`src/rtl/instruction_loader.sv`:
```
// ----------------------------------------------------------------------------
// instruction_loader
//   Writer side of the instruction memory. Assembles UART bytes into
//   NB_DATA-bit words (first byte lands in the MSBs). Each word goes to
//   consecutive addresses starting at 0. The fetch stage stays stalled until
//   a HALT word has been written or the memory is full.
//
// Ports
//   i_clock       system clock
//   i_reset       synchronous, active-high reset
//   i_rx_data     received byte, qualified by i_rx_valid
//   i_rx_valid    one-cycle strobe per received byte
//   i_restart     in DONE: clear counters and accept a new program
//   o_wr_en       one-cycle instruction-memory write strobe
//   o_wr_addr     word address of the write (held between writes)
//   o_wr_data     assembled word (held between writes)
//   o_word_count  words written so far, HALT included, saturating
//   o_loading     high while a load is in progress (RECEIVE / WRITE)
//   o_load_done   high in DONE
//   o_overflow    sticky: memory filled without a HALT word
// ----------------------------------------------------------------------------
module instruction_loader #(
  parameter int                 NB_DATA   = 32,
  parameter int                 NB_BYTE   = 8,
  parameter int                 NB_ADDR   = 8,
  parameter logic [NB_DATA-1:0] HALT_WORD = 32'hFFFFFFFF
) (
  input  logic               i_clock,
  input  logic               i_reset,
  input  logic [NB_BYTE-1:0] i_rx_data,
  input  logic               i_rx_valid,
  input  logic               i_restart,
  output logic               o_wr_en,
  output logic [NB_ADDR-1:0] o_wr_addr,
  output logic [NB_DATA-1:0] o_wr_data,
  output logic [NB_ADDR:0]   o_word_count,
  output logic               o_loading,
  output logic               o_load_done,
  output logic               o_overflow
);

  localparam logic [1:0] ST_IDLE    = 2'd0;
  localparam logic [1:0] ST_RECEIVE = 2'd1;
  localparam logic [1:0] ST_WRITE   = 2'd2;
  localparam logic [1:0] ST_DONE    = 2'd3;

  localparam logic [NB_ADDR-1:0] LAST_ADDR = {NB_ADDR{1'b1}};
  localparam logic [NB_ADDR-1:0] ADDR_ONE  = {{(NB_ADDR-1){1'b0}}, 1'b1};
  localparam logic [NB_ADDR:0]   CNT_ONE   = {{NB_ADDR{1'b0}}, 1'b1};
  localparam logic [NB_ADDR:0]   CNT_MAX   = {1'b1, {NB_ADDR{1'b0}}};

  logic [1:0]         r_state;
  logic [1:0]         r_byte_idx;
  logic [NB_ADDR-1:0] r_addr;
  logic [NB_DATA-1:0] r_shift;
  logic               r_wr_en;
  logic [NB_ADDR-1:0] r_wr_addr;
  logic [NB_DATA-1:0] r_wr_data;
  logic [NB_ADDR:0]   r_word_count;
  logic               r_loading;
  logic               r_load_done;
  logic               r_overflow;

  logic [NB_DATA-1:0] w_word;
  logic               w_last_byte;
  logic               w_last_addr;
  logic               w_halt;

  // Shift-left assembly: after four bytes the first one sits in the MSBs.
  assign w_word      = {r_shift[NB_DATA-NB_BYTE-1:0], i_rx_data};
  assign w_last_byte = (r_byte_idx == 2'd3);
  assign w_last_addr = (r_addr == LAST_ADDR);
  // r_wr_data holds the word being written during the WRITE cycle.
  assign w_halt      = (r_wr_data == HALT_WORD);

  always_ff @(posedge i_clock) begin
    if (i_reset) begin
      r_state      <= ST_IDLE;
      r_byte_idx   <= 2'd0;
      r_addr       <= '0;
      r_shift      <= '0;
      r_wr_en      <= 1'b0;
      r_wr_addr    <= '0;
      r_wr_data    <= '0;
      r_word_count <= '0;
      r_loading    <= 1'b0;
      r_load_done  <= 1'b0;
      r_overflow   <= 1'b0;
    end else begin
      r_wr_en <= 1'b0;
      case (r_state)
        ST_IDLE: begin
          if (i_rx_valid) begin
            r_shift    <= w_word;
            r_byte_idx <= 2'd1;
            r_loading  <= 1'b1;
            r_state    <= ST_RECEIVE;
          end
        end

        ST_RECEIVE: begin
          if (i_rx_valid) begin
            r_shift    <= w_word;
            r_byte_idx <= r_byte_idx + 2'd1;   // wraps to 0 after byte 3
            if (w_last_byte) begin
              // Register the write now so o_wr_en is high during WRITE.
              r_state   <= ST_WRITE;
              r_wr_en   <= 1'b1;
              r_wr_addr <= r_addr;
              r_wr_data <= w_word;
              if (r_word_count != CNT_MAX)
                r_word_count <= r_word_count + CNT_ONE;
            end
          end
        end

        ST_WRITE: begin
          if (w_halt || w_last_addr) begin
            // A byte arriving in this cycle is intentionally dropped.
            r_state     <= ST_DONE;
            r_loading   <= 1'b0;
            r_load_done <= 1'b1;
            r_overflow  <= !w_halt;
            r_byte_idx  <= 2'd0;
          end else begin
            r_addr  <= r_addr + ADDR_ONE;
            r_state <= ST_RECEIVE;
            // Keep full-rate streams lossless: this byte starts the next word.
            if (i_rx_valid) begin
              r_shift    <= w_word;
              r_byte_idx <= 2'd1;
            end
          end
        end

        ST_DONE: begin
          if (i_restart) begin
            r_state      <= ST_IDLE;
            r_addr       <= '0;
            r_byte_idx   <= 2'd0;
            r_shift      <= '0;
            r_word_count <= '0;
            r_overflow   <= 1'b0;
            r_load_done  <= 1'b0;
          end
        end

        default: r_state <= ST_IDLE;
      endcase
    end
  end

  assign o_wr_en      = r_wr_en;
  assign o_wr_addr    = r_wr_addr;
  assign o_wr_data    = r_wr_data;
  assign o_word_count = r_word_count;
  assign o_loading    = r_loading;
  assign o_load_done  = r_load_done;
  assign o_overflow   = r_overflow;

endmodule

```
`config.mk`:
```
export PLATFORM = sky130hd
export DESIGN_NAME = instruction_loader
export DESIGN_NICKNAME = d
export VERILOG_FILES = /design/src/rtl/instruction_loader.sv
export SDC_FILE = /design/constraint.sdc
export NUM_CORES = 1
export LEC_CHECK = 0
export BUFFER_PORTS_ARGS = -buffer_cell sky130_fd_sc_hd__buf_2
export CORE_UTILIZATION = 59
export DETAILED_ROUTE_END_ITERATION = 16
export PLACE_DENSITY = 0.84
export SLEW_MARGIN = 20
export SYNTH_ARGS = -nofsm -noshare
export SYNTH_HDL_FRONTEND = slang
export SYNTH_SLANG_ARGS = --single-unit
```
`constraint.sdc`:
```
create_clock -name i_clock -period 2.65 [get_ports i_clock]
set_clock_uncertainty 0.1 [all_clocks]
set_input_delay 0.53 -clock i_clock [delete_from_list [all_inputs] [get_ports i_clock]]
set_output_delay 0.53 -clock i_clock [all_outputs]
set_load 0.03 [all_outputs]
```
==> metrics, run 1 <==
CP Data Arrival Time=roughly 2.5 ns; Ys Warns=0; final worst slack=0.385 ns; pwr dens=approximately 600 mW/mm^2; layout net count=466; DR vias=3039; unrepaired setup endpoints after global routing=no; critical path class=reg -> reg; TritonCTS clock tree=done; initial antenna violation count=0; P_leak=1.68 nW; Synth async-reset ratio=0; Core ar.=approximately 0.0057 mm^2; Syn Inst Count=slightly below 400; share of cells above drive strength 1=0.220; Final setup viols=0; IO buf count=64; area delta synth->final=14.3%; maximum clock path buffer count=2; fin crit share=0.855; most frequent cells in the layout=nand2_1 (93), dfxtp_1 (89), buf_2 (64), a21oi_1 (48), nor2_1 (21); top cell type's share of synthesized area=0.498; first-pass GRT wire length=about 13000 um; CTS sink cnt=89; Max Cap Viol=0; critical path required time=2.85 ns; Inserted Diodes=0; syn nets=414; Row Count=27; largest net degree at the start of global routing=46; post-synth cell types=51; Num CTS Buffers=9; Final GP Congestion=0.855; Hold Buf Count CTS=0; Hold WC Path Type=in -> reg; Post CTS Setup Buffer Count=0; fin. max-slew vios=0; Seq/Total Area, Yosys=0.498; status=complete, no violations; Worst Setup End Kind=flop; Finished Cell Area=just over 0.004 mm^2; Mapped Area=0.00358 mm^2; final wirelength=approximately 8000 um; die width=79.9 um; vias per cell=5.77; CTS root buf=clkbuf_8; hpwl dp=5310 um; Slew Limit Headroom=0.387; CP startpoint kind=flop; antenna-violating nets left=0; largest area contributor in the netlist=dfxtp_1; ys flop type=dfxtp_1; DR pass1 iterations=4; drt drc=0; Worst-Skew Late Latency=0.35 ns; average cell area after synthesis=8.98 um^2; post_cts resized=0; fmax=0.442 GHz; Worst Path Max Fanout=24; Tot Pwr=2.50 mW; Die Area=0.00638 mm^2; Top-Level Pins=65; All-Layer GR Usage=0.267; final core utilization=0.720; Wirelength per Cell=15.1 um; Post-DP Area=0.00387 mm^2; largest cells by area after synthesis=dfxtp_1 (50%), nand2_1 (9.8%), a21oi_1 (6.7%), a22o_1 (4.9%), nor2_1 (2.3%); Overflow after GRT=0; fin crit period=approximately 2.3 ns; pre-CTS setup slack=0.430 ns; Post-synth EDFFs=0; clk slew on worst S/H paths=0.09 ns; H-tree depth=3; Initial Util=0.630; DRT iter0 DRCs=178; die height=79.9 um; commonest non-fill, non-tap cell in the layout=nand2_1; final setup TNS=0 ns; VDD IR max=0.357 mV; synthesized flop and latch total=89; actual slew at the worst max-slew pin=0.919 ns; Fin. Hold Viols=0; number of global-route vias before repair=2716
per-layer routing:
| metal | up-vias | global-route usage | share of wire |
|---|---|---|---|
| li1 | 1499 | - | - |
| met1 | 1416 | 0.374 | 0.48 |
| met2 | 116 | 0.398 | 0.45 |
| met3 | 8 | 0.0789 | 0.062 |
| met4 | 0 | 0.0750 | 0.010 |
| met5 | - | 0 | 0 |
worst max-delay path, stage by stage, from the launching register on:
cell     delay [ns]
dfxtp_1        0.41
ha_1           0.23
nand4_1        0.12
nor2_1         0.16
nor3b_1        0.09
o32ai_4        0.82
a22o_2         0.28
flip-flops by register name (all words and copies together) (netlist names):
| register | flops |
|---|---|
| o_wr_addr | 8 |
| r_byte_idx | 2 |
| r_addr | 8 |
| o_wr_data | 32 |
| o_word_count | 9 |
| o_load_done | 1 |
| o_loading | 1 |
| r_state | 2 |
| r_shift | 24 |
| o_wr_en | 1 |
| o_overflow | 1 |
area by class of cell:
| type | count | area [um^2] |
|---|---|---|
| flip-flops and latches | 89 | 1780 |
| fillers | 449 | 1590 |
| repair buffers | 68 | 350 |
| multi-input cells | 279 | 1630 |
| clock buffers | 10 | 128 |
| clock inverters | 6 | 91.3 |
| inverters | 3 | 11.3 |
| well taps | 72 | 90.1 |
final timing paths:
kind | from | end | slack [ns] | cells past startpoint
setup / recovery | r_addr[0]$_SDFFE_PP0P_ | r_shift[3]$_SDFFE_PP0P_ | 0.39 | 6
setup reg to reg | r_addr[0]$_SDFFE_PP0P_ | r_shift[3]$_SDFFE_PP0P_ | 0.39 | 6
hold reg to reg | o_load_done$_SDFFE_PP0P_ | o_load_done$_SDFFE_PP0P_ | 0.35 | 2
hold / removal | i_rx_data[6] | r_shift[6]$_SDFFE_PP0P_ | 0.31 | 2
Yosys cell counts (2+ instances only):
cell type and count:
buf_4 2, nor2_1 22, or4_1 4, o21ai_0 6
a22o_2 4, nand4_1 13, nand3b_1 2, dfxtp_1 89
buf_2 4, nor4_4 2, xnor2_1 2, nand3_1 10
and2_1 4, buf_6 5, clkbuf_1 15, xor2_1 7
and3_1 2, o31ai_1 3, inv_1 3, o211ai_1 2
nor3_1 2, nand4_2 3, nand2b_1 3, a21oi_1 48
ha_1 4, a22o_1 20, nand2_1 93
through the flow:
| step | hold WS (ns) | instances |
|---|---|---|
| 4_1_cts | 0.287 | 527 |
| 3_5_place_dp | 0.339 | 511 |
| 5_1_grt | 0.290 | 527 |
| 3_3_place_gp | 0.335 | 511 |
| 6_report | 0.307 | 527 |
| 2_1_floorplan | 0.332 | 398 |
report_power, final:
part	internal, mW	total [mW]	switching [mW]
Combinational	0.0371	0.0978	0.0607
Sequential	1.36	1.39	0.0269
Clock	0.534	1.01	0.478
Total	1.93	2.50	0.565
cell families after synthesis:
logic type,after synthesis,synth area share
and+or+nand+nor,169,0.231
muxes,1,0.00280
buffers and inverters,30,0.0455
DFF,89,0.498
adders and majority gates,4,0.0140
AOI/OAI and AO/OA,96,0.187
xor gates and xnor gates,9,0.0220
Note: power is estimated with default switching activity, not from simulation.
==> run 2, diff against run 1 <==
--- a/config.mk
+++ b/config.mk
@@ -6,9 +6,10 @@
 export NUM_CORES = 1
 export LEC_CHECK = 0
 export BUFFER_PORTS_ARGS = -buffer_cell sky130_fd_sc_hd__buf_2
-export CORE_UTILIZATION = 59
+export CORE_MARGIN = 2
+export CORE_UTILIZATION = 55
 export DETAILED_ROUTE_END_ITERATION = 16
-export PLACE_DENSITY = 0.84
+export PLACE_DENSITY = 0.79
 export SLEW_MARGIN = 20
 export SYNTH_ARGS = -nofsm -noshare
 export SYNTH_HDL_FRONTEND = slang
==> constraint.sdc (replaced) <==
create_clock -name i_clock -period 2.2 [get_ports i_clock]
set_clock_uncertainty 0.1 [all_clocks]
set_input_delay 0.44 -clock i_clock [delete_from_list [all_inputs] [get_ports i_clock]]
set_output_delay 0.44 -clock i_clock [all_outputs]
set_load 0.03 [all_outputs]
==> run 2 against run 1 <==
Against the previous run:
- flip-flop and latch count did not move
- highest routed layer unchanged
- sequential power is 20% higher
- routed wire length rose by 4.7%
- via count did not move
- first-iteration DRC count down 12%
- combinational power is 35% higher
- sequential share of layout area is 1.1 points lower
- global-route usage shrank 3.0 points
- worst setup slack worse by 0.22 ns
==> metrics, run 2 (same netlist as run 1, synthesis figures left out) <==
status=complete, no violations; Final setup viols=0 (unchanged); CTS sink cnt=89 (unchanged); M2 GR Usage=0.350 (-0.0483); critical path class=reg -> reg; Slew Limit Headroom=0.565 (+0.178); combinational power share=0.044 (+0.005); share of power burned in registers=0.563 (+0.007); hold slack final=0.208 ns (-0.0993 ns); Overflow after GRT=0 (unchanged); Final GP Congestion=0.820 (-4.1%); Post-DP Area=0.00394 mm^2 (+2.0%); cells on worst reg2reg path=5 (-1); Worst Path Max Fanout=24 (unchanged); Top-Level Pins=65 (unchanged); layout net count=473 (+1.5%); CTS root buf=clkbuf_8; Hold Buf Count CTS=0 (unchanged); P_leak=1.72 nW (+2.8%); Row Count=29 (+7.4%); IO buf count=64 (unchanged); reg2reg setup slack=0.16 ns (-0.22 ns); register area=0.00178 mm^2 (unchanged); TritonCTS clock tree=done; All-Layer GR Usage=0.237 (-0.0301); pwr dens=710 mW/mm^2 (+16%); met3 GRT Util=0.0423 (-0.0366); Initial Util=0.566 (-0.0637); area delta synth->final=17.1%; hpwl dp=5600 um (+5.4%); critical path required time=2.36 ns (-0.49 ns); Clock power frac=0.393 (-0.012); drt drc=0 (unchanged); Sw Pwr=0.711 mW (+26%); Tot Pwr=2.97 mW (+19%); share of cells above drive strength 1=0.236 (+0.0162); DR pass1 iterations=4 (unchanged); final setup TNS=0 ns (unchanged); Worst-Skew Late Latency=0.36 ns (about the same); Wirelength per Cell=15.5 um (+2.4%); Post CTS Setup Buffer Count=0 (unchanged); final core utilization=0.663 (-0.0567); Max Cap Viol=0 (unchanged); hold worst-path end=r_shift[6]$_SDFFE_PP0P_; Num CTS Buffers=9 (unchanged); Worst Setup End Kind=flop; DRT iter0 DRCs=156 (-12%); actual slew at the worst max-slew pin=0.650 ns (-0.269 ns); Sw Share=0.239 (+0.0131); Core ar.=0.00631 mm^2 (+11%); max reg flops=32 (unchanged); hold path depth=2 (unchanged); Placed Cells=522 (+2.2%); RR Endpoint=r_shift[3]$_SDFFE_PP0P_; Multi-input gate area=0.00167 mm^2 (+2.0%); CP Data Arrival Time=2.19 ns (-0.27 ns); maximum clock path buffer count=2 (unchanged); first-pass GRT wire length=13600 um (+3.3%); DR vias=3039 (unchanged); filler instances=538 (+20%); vias per cell=5.64 (-2.2%); commonest non-fill, non-tap cell in the layout=nand2_1; hold wc startpoint=i_rx_data[6]; final wirelength=8350 um (+4.7%); die height=84.6 um (+6.0%); CP startpoint kind=flop; VDD IR max=0.440 mV (+23%); non-filler cells, final=539 (+2.3%); clk slew on worst S/H paths=0.09 ns (about the same); Hold WC Path Type=in -> reg; Fin. Hold Viols=0 (unchanged); met1 GRT Util=0.341 (-0.0330); most frequent cells in the layout=nand2_1 (93), dfxtp_1 (89), buf_2 (64), a21oi_1 (48), nor2_1 (21); H-tree depth=3 (unchanged); largest net degree at the start of global routing=42 (-8.7%); reg2reg start=o_wr_data[17]$_SDFFE_PP0P_; fin crit share=0.926 (+0.0709); Int Power=2.26 mW (+17%); initial antenna violation count=0 (unchanged); unrepaired setup endpoints after global routing=no; fmax=0.491 GHz (+11%); fin crit period=2.04 ns (-0.229 ns); Inserted Diodes=0 (unchanged); Die Area=0.00716 mm^2 (+12%); Finished Cell Area=0.00419 mm^2 (+2.5%); antenna-violating nets left=0 (unchanged); number of global-route vias before repair=2730 (+0.52%); fin. max-slew vios=0 (unchanged); die width=84.6 um (+6.0%); final worst slack=0.164 ns (-0.221 ns); GRT busiest layer=met2; pre-CTS setup slack=-0.0551 ns (-0.485 ns)
## run 2: power groups by stage
stage | combinational (mW) | sequential, mW | clock (mW)
floorplan | 0.0990 | 1.70 | 0
global placement | 0.121 | 1.71 | 0
detailed placement | 0.123 | 1.71 | 0
CTS | 0.128 | 1.67 | 1.19
global route | 0.142 | 1.68 | 1.26
finish | 0.132 | 1.67 | 1.17
## run 2: how the worst max path moves through the flow
stage	from	endpoint	slack, ns
detailed placement	r_addr[0]$_SDFFE_PP0P_	r_shift[3]$_SDFFE_PP0P_	-0.06
global route	o_wr_data[17]$_SDFFE_PP0P_	r_shift[1]$_SDFFE_PP0P_	0.03
CTS	r_addr[0]$_SDFFE_PP0P_	r_shift[5]$_SDFFE_PP0P_	0.03
floorplan	o_wr_data[14]$_SDFFE_PP0P_	r_shift[10]$_SDFFE_PP0P_	0.32
global placement	r_addr[0]$_SDFFE_PP0P_	r_shift[2]$_SDFFE_PP0P_	0.08
finish	o_wr_data[17]$_SDFFE_PP0P_	r_shift[3]$_SDFFE_PP0P_	0.16
## run 2: cell type report
class	count	area share
well taps	77	0.0230
flip-flops and latches	89	0.425
clock inverters	6	0.0176
clock buffers	10	0.0329
inverters	3	0.00269
repair buffers	74	0.100
multi-input cells	280	0.398
## run 2: worst max-delay path, cell delays in order (launching register included)
cell	delay, ns
dfxtp_1	0.39
nand4_1	0.19
nor4_4	0.43
and2_4	0.33
o22ai_4	0.22
a22o_2	0.27
## run 2: layer usage
layer  up-vias  wire length [um]  share of wire
li1       1516                 -              -
met1      1404              3910           0.47
met2       105              3760           0.45
met3        14               493          0.059
met4         0               191          0.023
met5         -                 0              0
## run 2: timing repair
action / 4_1_cts / 5_1_grt
pin swaps: 1 / 0
endpoints found under the setup margin: 24 / 12
cloned: 1 / 0
resized for setup: 0 / 2
==> run 3, diff against run 2 <==
--- a/config.mk
+++ b/config.mk
@@ -7,9 +7,8 @@
 export LEC_CHECK = 0
 export BUFFER_PORTS_ARGS = -buffer_cell sky130_fd_sc_hd__buf_2
 export CORE_MARGIN = 2
-export CORE_UTILIZATION = 55
+export CORE_UTILIZATION = 25
 export DETAILED_ROUTE_END_ITERATION = 16
-export PLACE_DENSITY = 0.79
 export SLEW_MARGIN = 20
 export SYNTH_ARGS = -nofsm -noshare
 export SYNTH_HDL_FRONTEND = slang
==> run 3 against run 2 <==
Against the previous run:
- utilization is 34 points lower
- critical path depth stayed put
- combinational power hardly changed
- non-clock buffer count is 4 higher
- highest routed layer unchanged
- sequential power hardly changed
- via count is 0.66% lower
==> metrics, run 3 (same netlist as run 1, synthesis figures left out) <==
status=complete, no violations; Finished Cell Area=0.00445 mm^2 (+6.2%); most frequent cells in the layout=nand2_1 (93), dfxtp_1 (89), buf_2 (64), a21oi_1 (48), nor2_1 (21); VDD IR max=0.339 mV (-23%); critical path required time=2.33 ns (-0.03 ns); Inserted Diodes=0 (unchanged); H-tree depth=3 (unchanged); die width=124 um (+46%); antenna-violating nets left=0 (unchanged); clk slew on worst S/H paths=0.07 ns (-0.02 ns); CP Data Arrival Time=2.17 ns (-0.02 ns); Final setup viols=0 (unchanged); Fin. Hold Viols=0 (unchanged); cells on worst reg2reg path=5 (unchanged); fin crit period=2.04 ns (+0.00237 ns); initial antenna violation count=0 (unchanged); hold slack final=0.243 ns (+0.0348 ns); Core ar.=0.0139 mm^2 (+120%); drt drc=0 (unchanged); number of global-route vias before repair=2933 (+7.4%); fin. max-slew vios=0 (unchanged); Worst Setup End Kind=flop; hpwl dp=6690 um (+19%); CTS root buf=clkbuf_16; area delta synth->final=24.3%; final wirelength=9280 um (+11%); Die Area=0.0153 mm^2 (+110%); Slowest-stage cell, CP=nor4_4; Worst Path Max Fanout=24 (unchanged); CP startpoint kind=flop; final setup TNS=0 ns (unchanged); Wirelength per Cell=14.4 um (-7.3%); layout net count=477 (+0.85%); commonest non-fill, non-tap cell in the layout=nand2_1; fmax=0.491 GHz (-0.12%); DR pass1 iterations=4 (unchanged); Slew Limit Headroom=0.555 (-0.00949); Overflow after GRT=0 (unchanged); filler instances=1459 (+170%); Top-Level Pins=65 (unchanged); Final GP Congestion=0.873 (+6.5%); pwr dens=762 mW/mm^2 (+7.2%); first-pass GRT wire length=15200 um (+12%); Post CTS Setup Buffer Count=0 (unchanged); die height=124 um (+46%); Max Cap Viol=0 (unchanged); vias per cell=4.67 (-17%); TritonCTS clock tree=done; hold path depth=2 (unchanged); P_leak=1.79 nW (+3.8%); Largest stage delay, worst path=0.45 ns (+0.02 ns); Num CTS Buffers=9 (unchanged); share of cells above drive strength 1=0.242 (+0.00656); max reg flops=32 (unchanged); Post-DP Area=0.00410 mm^2 (+4.0%); Hold Buf Count CTS=0 (unchanged); critical path class=reg -> reg; DRT iter0 DRCs=175 (+12%); critical-path cell list=nand4_1 -> nor4_4 -> and2_4 -> o22ai_4 -> a22o_2; IO buf count=64 (unchanged); actual slew at the worst max-slew pin=0.667 ns (+0.0173 ns); Worst-Skew Late Latency=0.34 ns (-0.02 ns); fin crit share=0.927 (+0.00108); Hold WC Path Type=in -> reg; All-Layer GR Usage=0.127 (-0.110); Row Count=43 (+48%); largest net degree at the start of global routing=42 (unchanged); CTS sink cnt=89 (unchanged); DR vias=3019 (-0.66%); Initial Util=0.257 (-0.310); maximum clock path buffer count=2 (unchanged); unrepaired setup endpoints after global routing=no
run 3: changes by cell type in the layout (fill, tap and decap cells not counted), sizes merged:
cell,change
inv,+1
buf,+4
clkbuf,-1
run 3: worst paths after layout:
path / start / to / slack, ns
min: i_rx_data[6] / r_shift[6]$_SDFFE_PP0P_ / 0.24
min reg2reg: o_wr_addr[6]$_SDFFE_PP0P_ / o_wr_addr[6]$_SDFFE_PP0P_ / 0.36
max reg2reg: o_wr_data[18]$_SDFFE_PP0P_ / r_shift[1]$_SDFFE_PP0P_ / 0.16
max: o_wr_data[18]$_SDFFE_PP0P_ / r_shift[1]$_SDFFE_PP0P_ / 0.16
run 3: critical path, delay by kind of cell (launching register included):
| family | cells | cell delay [ns] |
|---|---|---|
| flip-flops | 1 | 0.36 |
| AND/OR/NAND/NOR | 3 | 0.98 |
| AO/OA/AOI/OAI | 2 | 0.48 |
run 3: metrics by stage:
stage / cells / utilization / total power, mW / setup slack [ns]
floorplan: 398 / - / 1.80 / 0.319
global placement: 629 / 0.294 / 1.84 / 0.0596
detailed placement: 629 / 0.294 / 1.84 / 0.0406
CTS: 645 / 0.317 / 3.42 / 0.0196
global route: 646 / 0.319 / 3.52 / 0.0224
finish: 646 / 0.319 / 3.39 / 0.161
run 3: where the power goes:
part / switching [mW] / total [mW] / internal [mW]
sequential: 0.0302 / 1.67 / 1.64
combinational: 0.0800 / 0.133 / 0.0525
clock: 0.678 / 1.58 / 0.902
run 3: metal layers:
layer	up-vias	GRT usage	part of all wire	routed length, um
met1	1403	0.186	0.52	4870
met5	-	0	0	0
met2	74	0.176	0.41	3810
li1	1531	-	-	-
met4	0	0.0668	0.021	198
met3	11	0.0220	0.043	399
run 3: final cells by class:
class,instances,area [um^2],area share
Multi-Input combinational cell,280,1670,0.375
Inverter,3,11.3,0.00253
Timing Repair Buffer,78,450,0.101
Tap cell,180,225,0.0507
Clock inverter,7,85.1,0.0191
Clock buffer,9,225,0.0507
Sequential cell,89,1780,0.401
run 3: timing repair:
item                       CTS  global route
hold endpoints to repair     0             0
cloned                       0             1
setup endpoints to repair    2            24
pin swaps                    1             1
resized for setup            0             2
